`config.mk`:
```
export PLATFORM = sky130hd
export DESIGN_NAME = spike_event_queue_flat
export DESIGN_NICKNAME = d
export VERILOG_FILES = /design/src/rtl/spike_event_queue_pkg.sv /design/src/rtl/spike_event_queue_if.sv /design/src/rtl/spike_event_queue_sync_fifo.sv /design/src/rtl/spike_event_queue.sv /design/src/flat_wrapper.sv
export SDC_FILE = /design/constraint.sdc
export NUM_CORES = 1
export LEC_CHECK = 0
export CAP_MARGIN = 20
export CORE_MARGIN = 10
export CORE_UTILIZATION = 41
export CTS_CLUSTER_SIZE = 20
export DETAILED_ROUTE_END_ITERATION = 10
export GPL_ROUTABILITY_DRIVEN = 0
export MAX_ROUTING_LAYER = met4
export PLACE_DENSITY = 0.69
export SKIP_LAST_GASP = 1
export SLEW_MARGIN = 20
export SYNTH_ARGS = -nofsm -noshare
export SYNTH_HDL_FRONTEND = slang
export SYNTH_SLANG_ARGS = --single-unit
```
`constraint.sdc`:
```
create_clock -name clk -period 6.6 [get_ports clk]
set_clock_uncertainty 0.2 [all_clocks]
set_input_delay 0.66 -clock clk [delete_from_list [all_inputs] [get_ports clk]]
set_output_delay 0.66 -clock clk [all_outputs]
set_load 0.005 [all_outputs]
```
`src/rtl/spike_event_queue_pkg.sv`:
```
`default_nettype none
// ============================================================================
// Module   : spike_event_queue_pkg
// Purpose  : Shared widths and helpers for the spike event queue.
// Revision : 1.0 - initial release
// ============================================================================
package spike_event_queue_pkg;

    localparam int c_ts_w       = 8;
    localparam int c_isi_w      = 8;
    localparam int c_depth      = 4;
    localparam int c_drop_cnt_w = 8;
    localparam int c_rec_w      = c_ts_w + c_isi_w;

    function automatic logic [c_drop_cnt_w-1:0] sat_inc_drop(input logic [c_drop_cnt_w-1:0] v);
        return (v == '1) ? v : v + c_drop_cnt_w'(1);
    endfunction

endpackage
`default_nettype wire

```
`src/rtl/spike_event_queue_if.sv`:
```
`default_nettype none
// ============================================================================
// Module   : spike_event_queue_if
// Purpose  : Event-record readout bus with occupancy and loss status.
// Revision : 1.0 - initial release
// ============================================================================
interface spike_event_queue_if #(
    parameter int TS_W  = 8,
    parameter int ISI_W = 8,
    parameter int DEPTH = 4
);
    logic                     out_valid;
    logic                     out_ready;
    logic [TS_W-1:0]          out_timestamp;
    logic [ISI_W-1:0]         out_isi;
    logic [$clog2(DEPTH):0]   level;
    logic                     overflow;
    logic [7:0]               drop_count;

    modport master (
        output out_valid, out_timestamp, out_isi, level, overflow, drop_count,
        input  out_ready
    );

    modport slave (
        input  out_valid, out_timestamp, out_isi, level, overflow, drop_count,
        output out_ready
    );
endinterface
`default_nettype wire

```
`src/rtl/spike_event_queue_sync_fifo.sv`:
```
`default_nettype none
// ============================================================================
// Module   : sync_fifo
// Purpose  : Single-clock FIFO; push and pop together on full is legal.
// Revision : 1.0 - initial release
// ============================================================================
module sync_fifo #(
    parameter int WIDTH = 16,
    parameter int DEPTH = 4
) (
    input  wire logic                     clk,
    input  wire logic                     rst,
    input  wire logic                     push,
    input  wire logic                     pop,
    input  wire logic [WIDTH-1:0]         din,
    output logic      [WIDTH-1:0]         dout,
    output logic      [$clog2(DEPTH):0]   level
);
    localparam int c_aw = $clog2(DEPTH);

    logic [WIDTH-1:0]  r_mem [DEPTH];
    logic [c_aw-1:0]   r_wr_ptr;
    logic [c_aw-1:0]   r_rd_ptr;
    logic [c_aw:0]     r_level;

    // Pointers wrap naturally because DEPTH is a power of two.
    always_ff @(posedge clk) begin
        if (rst) begin
            r_wr_ptr <= '0;
            r_rd_ptr <= '0;
            r_level  <= '0;
        end else begin
            if (push) r_wr_ptr <= r_wr_ptr + c_aw'(1);
            if (pop)  r_rd_ptr <= r_rd_ptr + c_aw'(1);
            case ({push, pop})
                2'b10:   r_level <= r_level + (c_aw+1)'(1);
                2'b01:   r_level <= r_level - (c_aw+1)'(1);
                default: r_level <= r_level;
            endcase
        end
    end

    always_ff @(posedge clk) begin
        if (push) r_mem[r_wr_ptr] <= din;
    end

    assign dout  = r_mem[r_rd_ptr];
    assign level = r_level;

endmodule
`default_nettype wire

```
`src/rtl/spike_event_queue.sv`:
```
`default_nettype none
// ============================================================================
// Module   : spike_event_queue
// Purpose  : Turns spike onsets into {timestamp, ISI} records, queued for readout.
// Revision : 1.0 - initial release
// ============================================================================
module spike_event_queue
    import spike_event_queue_pkg::*;
#(
    parameter int TS_W  = c_ts_w,
    parameter int ISI_W = c_isi_w,
    parameter int DEPTH = c_depth
) (
    input  wire logic              clk,
    input  wire logic              reset,
    input  wire logic              spike,
    spike_event_queue_if.master    evq
);
    localparam int c_aw  = $clog2(DEPTH);
    localparam int c_lw  = c_aw + 1;
    localparam int c_rw  = TS_W + ISI_W;
    localparam logic [c_lw-1:0]  c_full    = c_lw'(DEPTH);
    localparam logic [ISI_W-1:0] c_isi_max = '1;

    logic                     r_spike_q;
    logic [TS_W-1:0]          r_ts;
    logic [ISI_W-1:0]         r_isi_cnt;
    logic                     r_overflow;
    logic [c_drop_cnt_w-1:0]  r_drop_count;

    logic                     w_event;
    logic                     w_pop;
    logic                     w_full;
    logic                     w_push;
    logic                     w_drop;
    logic [c_rw-1:0]          w_dout;
    logic [c_lw-1:0]          w_level;

    // A pop frees the head slot in the same edge, so a full queue still accepts.
    always_comb begin
        w_event = spike & ~r_spike_q;
        w_pop   = (w_level != '0) & evq.out_ready;
        w_full  = (w_level == c_full);
        w_push  = w_event & (~w_full | w_pop);
        w_drop  = w_event & w_full & ~w_pop;
    end

    always_ff @(posedge clk) begin
        if (reset) begin
            r_spike_q    <= 1'b0;
            r_ts         <= '0;
            r_isi_cnt    <= c_isi_max;
            r_overflow   <= 1'b0;
            r_drop_count <= '0;
        end else begin
            r_spike_q <= spike;
            r_ts      <= r_ts + TS_W'(1);
            if (w_event)
                r_isi_cnt <= ISI_W'(1);
            else if (r_isi_cnt != c_isi_max)
                r_isi_cnt <= r_isi_cnt + ISI_W'(1);
            if (w_drop) begin
                r_overflow   <= 1'b1;
                r_drop_count <= sat_inc_drop(r_drop_count);
            end
        end
    end

    sync_fifo #(
        .WIDTH (c_rw),
        .DEPTH (DEPTH)
    ) u_fifo (
        .clk   (clk),
        .rst   (reset),
        .push  (w_push),
        .pop   (w_pop),
        .din   ({r_ts, r_isi_cnt}),
        .dout  (w_dout),
        .level (w_level)
    );

    assign evq.out_valid     = (w_level != '0);
    assign evq.out_timestamp = w_dout[c_rw-1:ISI_W];
    assign evq.out_isi       = w_dout[ISI_W-1:0];
    assign evq.level         = w_level;
    assign evq.overflow      = r_overflow;
    assign evq.drop_count    = r_drop_count;

endmodule
`default_nettype wire

```
`src/flat_wrapper.sv`:
```
// flat-port wrapper written by rule: the top's interface ports become plain ports
module spike_event_queue_flat import spike_event_queue_pkg::*;
#(
    parameter int TS_W  = c_ts_w,
    parameter int ISI_W = c_isi_w,
    parameter int DEPTH = c_depth
)
  (clk, reset, spike, evq_out_valid, evq_out_timestamp, evq_out_isi, evq_level, evq_overflow, evq_drop_count, evq_out_ready);
  spike_event_queue_if #(.TS_W(TS_W), .ISI_W(ISI_W), .DEPTH(DEPTH)) evq_i ();
  input  wire logic clk;
  input  wire logic reset;
  input  wire logic spike;
  output wire logic [$bits(evq_i.out_valid)-1:0] evq_out_valid;
  output wire logic [$bits(evq_i.out_timestamp)-1:0] evq_out_timestamp;
  output wire logic [$bits(evq_i.out_isi)-1:0] evq_out_isi;
  output wire logic [$bits(evq_i.level)-1:0] evq_level;
  output wire logic [$bits(evq_i.overflow)-1:0] evq_overflow;
  output wire logic [$bits(evq_i.drop_count)-1:0] evq_drop_count;
  input wire logic [$bits(evq_i.out_ready)-1:0] evq_out_ready;
  assign evq_out_valid = evq_i.out_valid;
  assign evq_out_timestamp = evq_i.out_timestamp;
  assign evq_out_isi = evq_i.out_isi;
  assign evq_level = evq_i.level;
  assign evq_overflow = evq_i.overflow;
  assign evq_drop_count = evq_i.drop_count;
  assign evq_i.out_ready = evq_out_ready;
  spike_event_queue #(.TS_W(TS_W), .ISI_W(ISI_W), .DEPTH(DEPTH)) u_core (.clk(clk), .reset(reset), .spike(spike), .evq(evq_i));
endmodule
```
==> metrics.md <==
| Metric | Value |
|---|---|
| Max layer used | met4 |
| Initial core utilization | 42.6% |
| Total number of vias | 2227 |
| Syn-to-layout area delta | 16.3% |
| Flop pwr share | 52.0% |
| Largest net degree at the start of global routing | 37 |
| Nets | 314 |
| CTS clk-pin slew, worst paths | 0.10 ns |
| Num CTS Buffers | 9 |
| Crit. End Element | output pin |
| Reg2reg end | u_core.u_fifo.level[2]$_SDFFE_PP0P_ |
| Total GRT Usage | 10.2% |
| Clk_lat worst skew | 0.36 ns |
| Slew margin rel. | 41.5% |
| Worst Hold Depth | 2 |
| Final Power | 1.52 mW |
| Diode count | 0 |
| CTS tree | yes |
| Place WS | 3.33 ns |
| Logic gate share of total power | 21.5% |
| Worst hold start | u_core.evq.overflow$_SDFFE_PP0P_ |
| Post-synthesis sequential area ratio | 65.6% |
| Yosys reg bits | 99 |
| Flop-to-flop setup slack | 4.07 ns |
| Metal2 WL | 3.14 mm |
| I/O Buffers | 32 |
| CP required | 5.74 ns |
| CORE AREA | 9370 um^2 |
| Most frequent cells in the layout | edfxtp_1 (64), dfxtp_1 (34), clkdlybuf4s50_1 (32), nor2_1 (29), mux4_2 (16) |
| # setup viols final | 0 |
| Vias per cell | 5.11 |
| Cell variety after synth | 43 |
| Fin util | 49.6% |
| FP Rows | 35 |
| Hold WS | 0.304 ns |
| Sw Share | 27.3% |
| Internal | 1.10 mW |
| WS Path Type | reg -> out |
| Mapped Area | 4000 um^2 |
| Met3 wire length | 350 um |
| Most common cell after layout, fill and taps aside | edfxtp_1 |
| PD cells | 326 nW/um^2 |
| Final setup margin | 3.59 ns |
| Synth Instances | 270 |
| Die H | 119 um |
| Metal-1 WL | 3.14 mm |
| Grt total ovfl | 0 |
| Clk root buf | clkbuf_8 |
| Final TNS setup | 0 ns |
| Startpoint type of the worst setup path | register |
| Syn Nets | 282 |
| Status | finished clean |
| DIE AREA | 14100 um^2 |
| RSZ-0062 raised after global routing | no |
| Post-CTS Setup Bufs | 0 |
| Reg-to-Reg Start | u_core.r_spike_q$_SDFF_PP0_ |
| I/O pins | 33 |
| Syn. warnings | 0 |
| Layout cells sized above 1 | 13.4% |
| Final hold viol count | 0 |
| CTS Hold Bufs | 0 |
| Vias in the first global route | 2300 |
| Worst path arrival time | 2.15 ns |
| Die X | 119 um |
| Worst min path class | reg -> reg |
| Max VDD drop | 0.000199 V |
| Leak Pwr | 1.56 nW |
| Final WL | 6.72 mm |
| Clock sinks | 99 |
| Worst Hold End | u_core.evq.overflow$_SDFFE_PP0P_ |
| Sw Pwr | 0.413 mW |
| Routed Antenna Nets | 0 |
| DRC violations left | 0 |
| Clk buf depth | 2 |
| Actual slew at the worst max-slew pin | 0.877 ns |
| Tcrit/Tclk final | 45.6% |
| DRT Pass-1 Iters | 4 |
| Max-cap check violation count | 0 |
| H-tree depth | 3 |
| Routed len/inst | 15.4 um |
| R2R cell count | 6 |
| Post-route minimum period | 3.01 ns |
| Slew Limit Fails | 0 |
| Final HPWL from detailed placement | 4.40 mm |
| Syn Area/Cell | 14.8 um^2 |
| Fmax | 333 MHz |
| DR iter-0 viols | 137 |
| First-pass GRT wire length | 11.5 mm |
| Initial antenna violation count | 0 |
| Post-CTS sizing | 0 |
| CP max FO | 16 |
| Clock power frac | 26.5% |
-- power groups by stage --
stage          Combinational, mW  Clock (mW)  Sequential (mW)
2_1_floorplan              0.225           0            0.757
3_3_place_gp               0.330           0            0.801
3_5_place_dp               0.331           0            0.807
4_1_cts                    0.333       0.415            0.792
5_1_grt                    0.356       0.441            0.803
6_report                   0.325       0.402            0.788
-- synthesized netlist by cell type --
library cell | instances | area [um^2]
a21boi_1 | 1 | 7.51
a21o_1 | 1 | 7.51
a21oi_1 | 6 | 30.0
a311o_1 | 1 | 10.0
a31o_1 | 1 | 8.76
a31oi_1 | 3 | 18.8
and3_1 | 7 | 43.8
buf_1 | 1 | 3.75
buf_2 | 3 | 15.0
buf_6 | 1 | 11.3
clkbuf_1 | 8 | 30.0
dfxtp_1 | 35 | 701
edfxtp_1 | 64 | 1920
fa_1 | 1 | 20.0
ha_1 | 7 | 87.6
inv_1 | 5 | 18.8
mux2_1 | 2 | 22.5
mux2i_1 | 5 | 50.1
mux4_2 | 16 | 360
nand2_1 | 10 | 37.5
nand2b_1 | 2 | 12.5
nand3_1 | 13 | 65.1
nand4_1 | 2 | 12.5
nor2_1 | 29 | 109
nor2b_1 | 3 | 18.8
nor3_1 | 2 | 10.0
nor3_2 | 2 | 20.0
nor4_1 | 1 | 6.26
nor4_4 | 2 | 42.5
nor4b_4 | 1 | 23.8
o2111ai_1 | 2 | 17.5
o211ai_1 | 1 | 7.51
o211ai_2 | 1 | 12.5
o21ai_0 | 4 | 20.0
o21ai_1 | 2 | 10.0
o21bai_1 | 4 | 30.0
o31ai_1 | 1 | 7.51
o32ai_1 | 1 | 8.76
or3_1 | 4 | 25.0
or4_1 | 2 | 15.0
or4b_1 | 1 | 10.0
xnor2_1 | 4 | 35.0
xor2_1 | 8 | 70.1
-- worst max-delay path, stage by stage, from the launching register on --
cell             delay (ns)
dfxtp_2                0.72
mux4_2                 0.59
clkdlybuf4s50_1        0.47
-- worst max-delay path by stage --
stage,startpoint,end,slack (ns),depth (start not counted)
after detailed placement,spike,u_core.u_fifo.level[2]$_SDFFE_PP0P_,3.33,7
final,register,evq_out_isi[4],3.59,2
after global placement,spike,u_core.u_fifo.level[2]$_SDFFE_PP0P_,3.44,7
after floorplan,spike,u_core.u_fifo.level[2]$_SDFFE_PP0P_,4.21,6
after CTS,register,evq_out_isi[4],3.10,2
after global routing,register,evq_out_isi[7],3.43,2
-- flip-flops by register name, indices dropped and copies added (netlist names), named ones only --
| signal | cells |
|---|---|
| u_core.u_fifo.r_mem | 64 |
| u_core.evq.overflow | 1 |
| u_core.r_ts | 8 |
| u_core.u_fifo.level | 3 |
| u_core.evq.drop_count | 8 |
| u_core.r_isi_cnt | 8 |
| u_core.r_spike_q | 1 |
| u_core.u_fifo.r_wr_ptr | 2 |
| u_core.u_fifo.r_rd_ptr | 2 |
-- routing by layer --
layer / GRT usage (%) / vias up
li1: - / 1087
met1: 12.4 / 1084
met2: 15.7 / 48
met3: 3.81 / 8
met4: 3.05 / 0
met5: - / -
-- metrics by stage --
step,cell area [um^2],instances
after CTS,4650,436
after detailed placement,4430,420
after floorplan,4000,270
after global placement,4430,420
final,4650,436
after global routing,4650,436
-- final cells by class --
| class | count | area, um^2 |
|---|---|---|
| clock buffer | 9 | 124 |
| tap | 129 | 161 |
| clock inverter | 7 | 91.3 |
| multi-input combinational | 153 | 1290 |
| timing repair buffer | 34 | 335 |
| fill | 825 | 4720 |
| sequential | 99 | 2620 |
| inverter | 5 | 18.8 |
-- cells by family after synthesis --
kind of cell             after synthesis  synth area share (%)
AO/OA/AOI/OAI                         29                  4.92
XOR/XNOR                              12                  2.63
buffers and inverters                 18                  1.97
multiplexers                          23                  10.8
adder cells (fa/ha/maj)                8                  2.69
flip-flops                            99                  65.6
AND/OR/NAND/NOR                       81                  11.3
(Power assumes the default switching activity.)
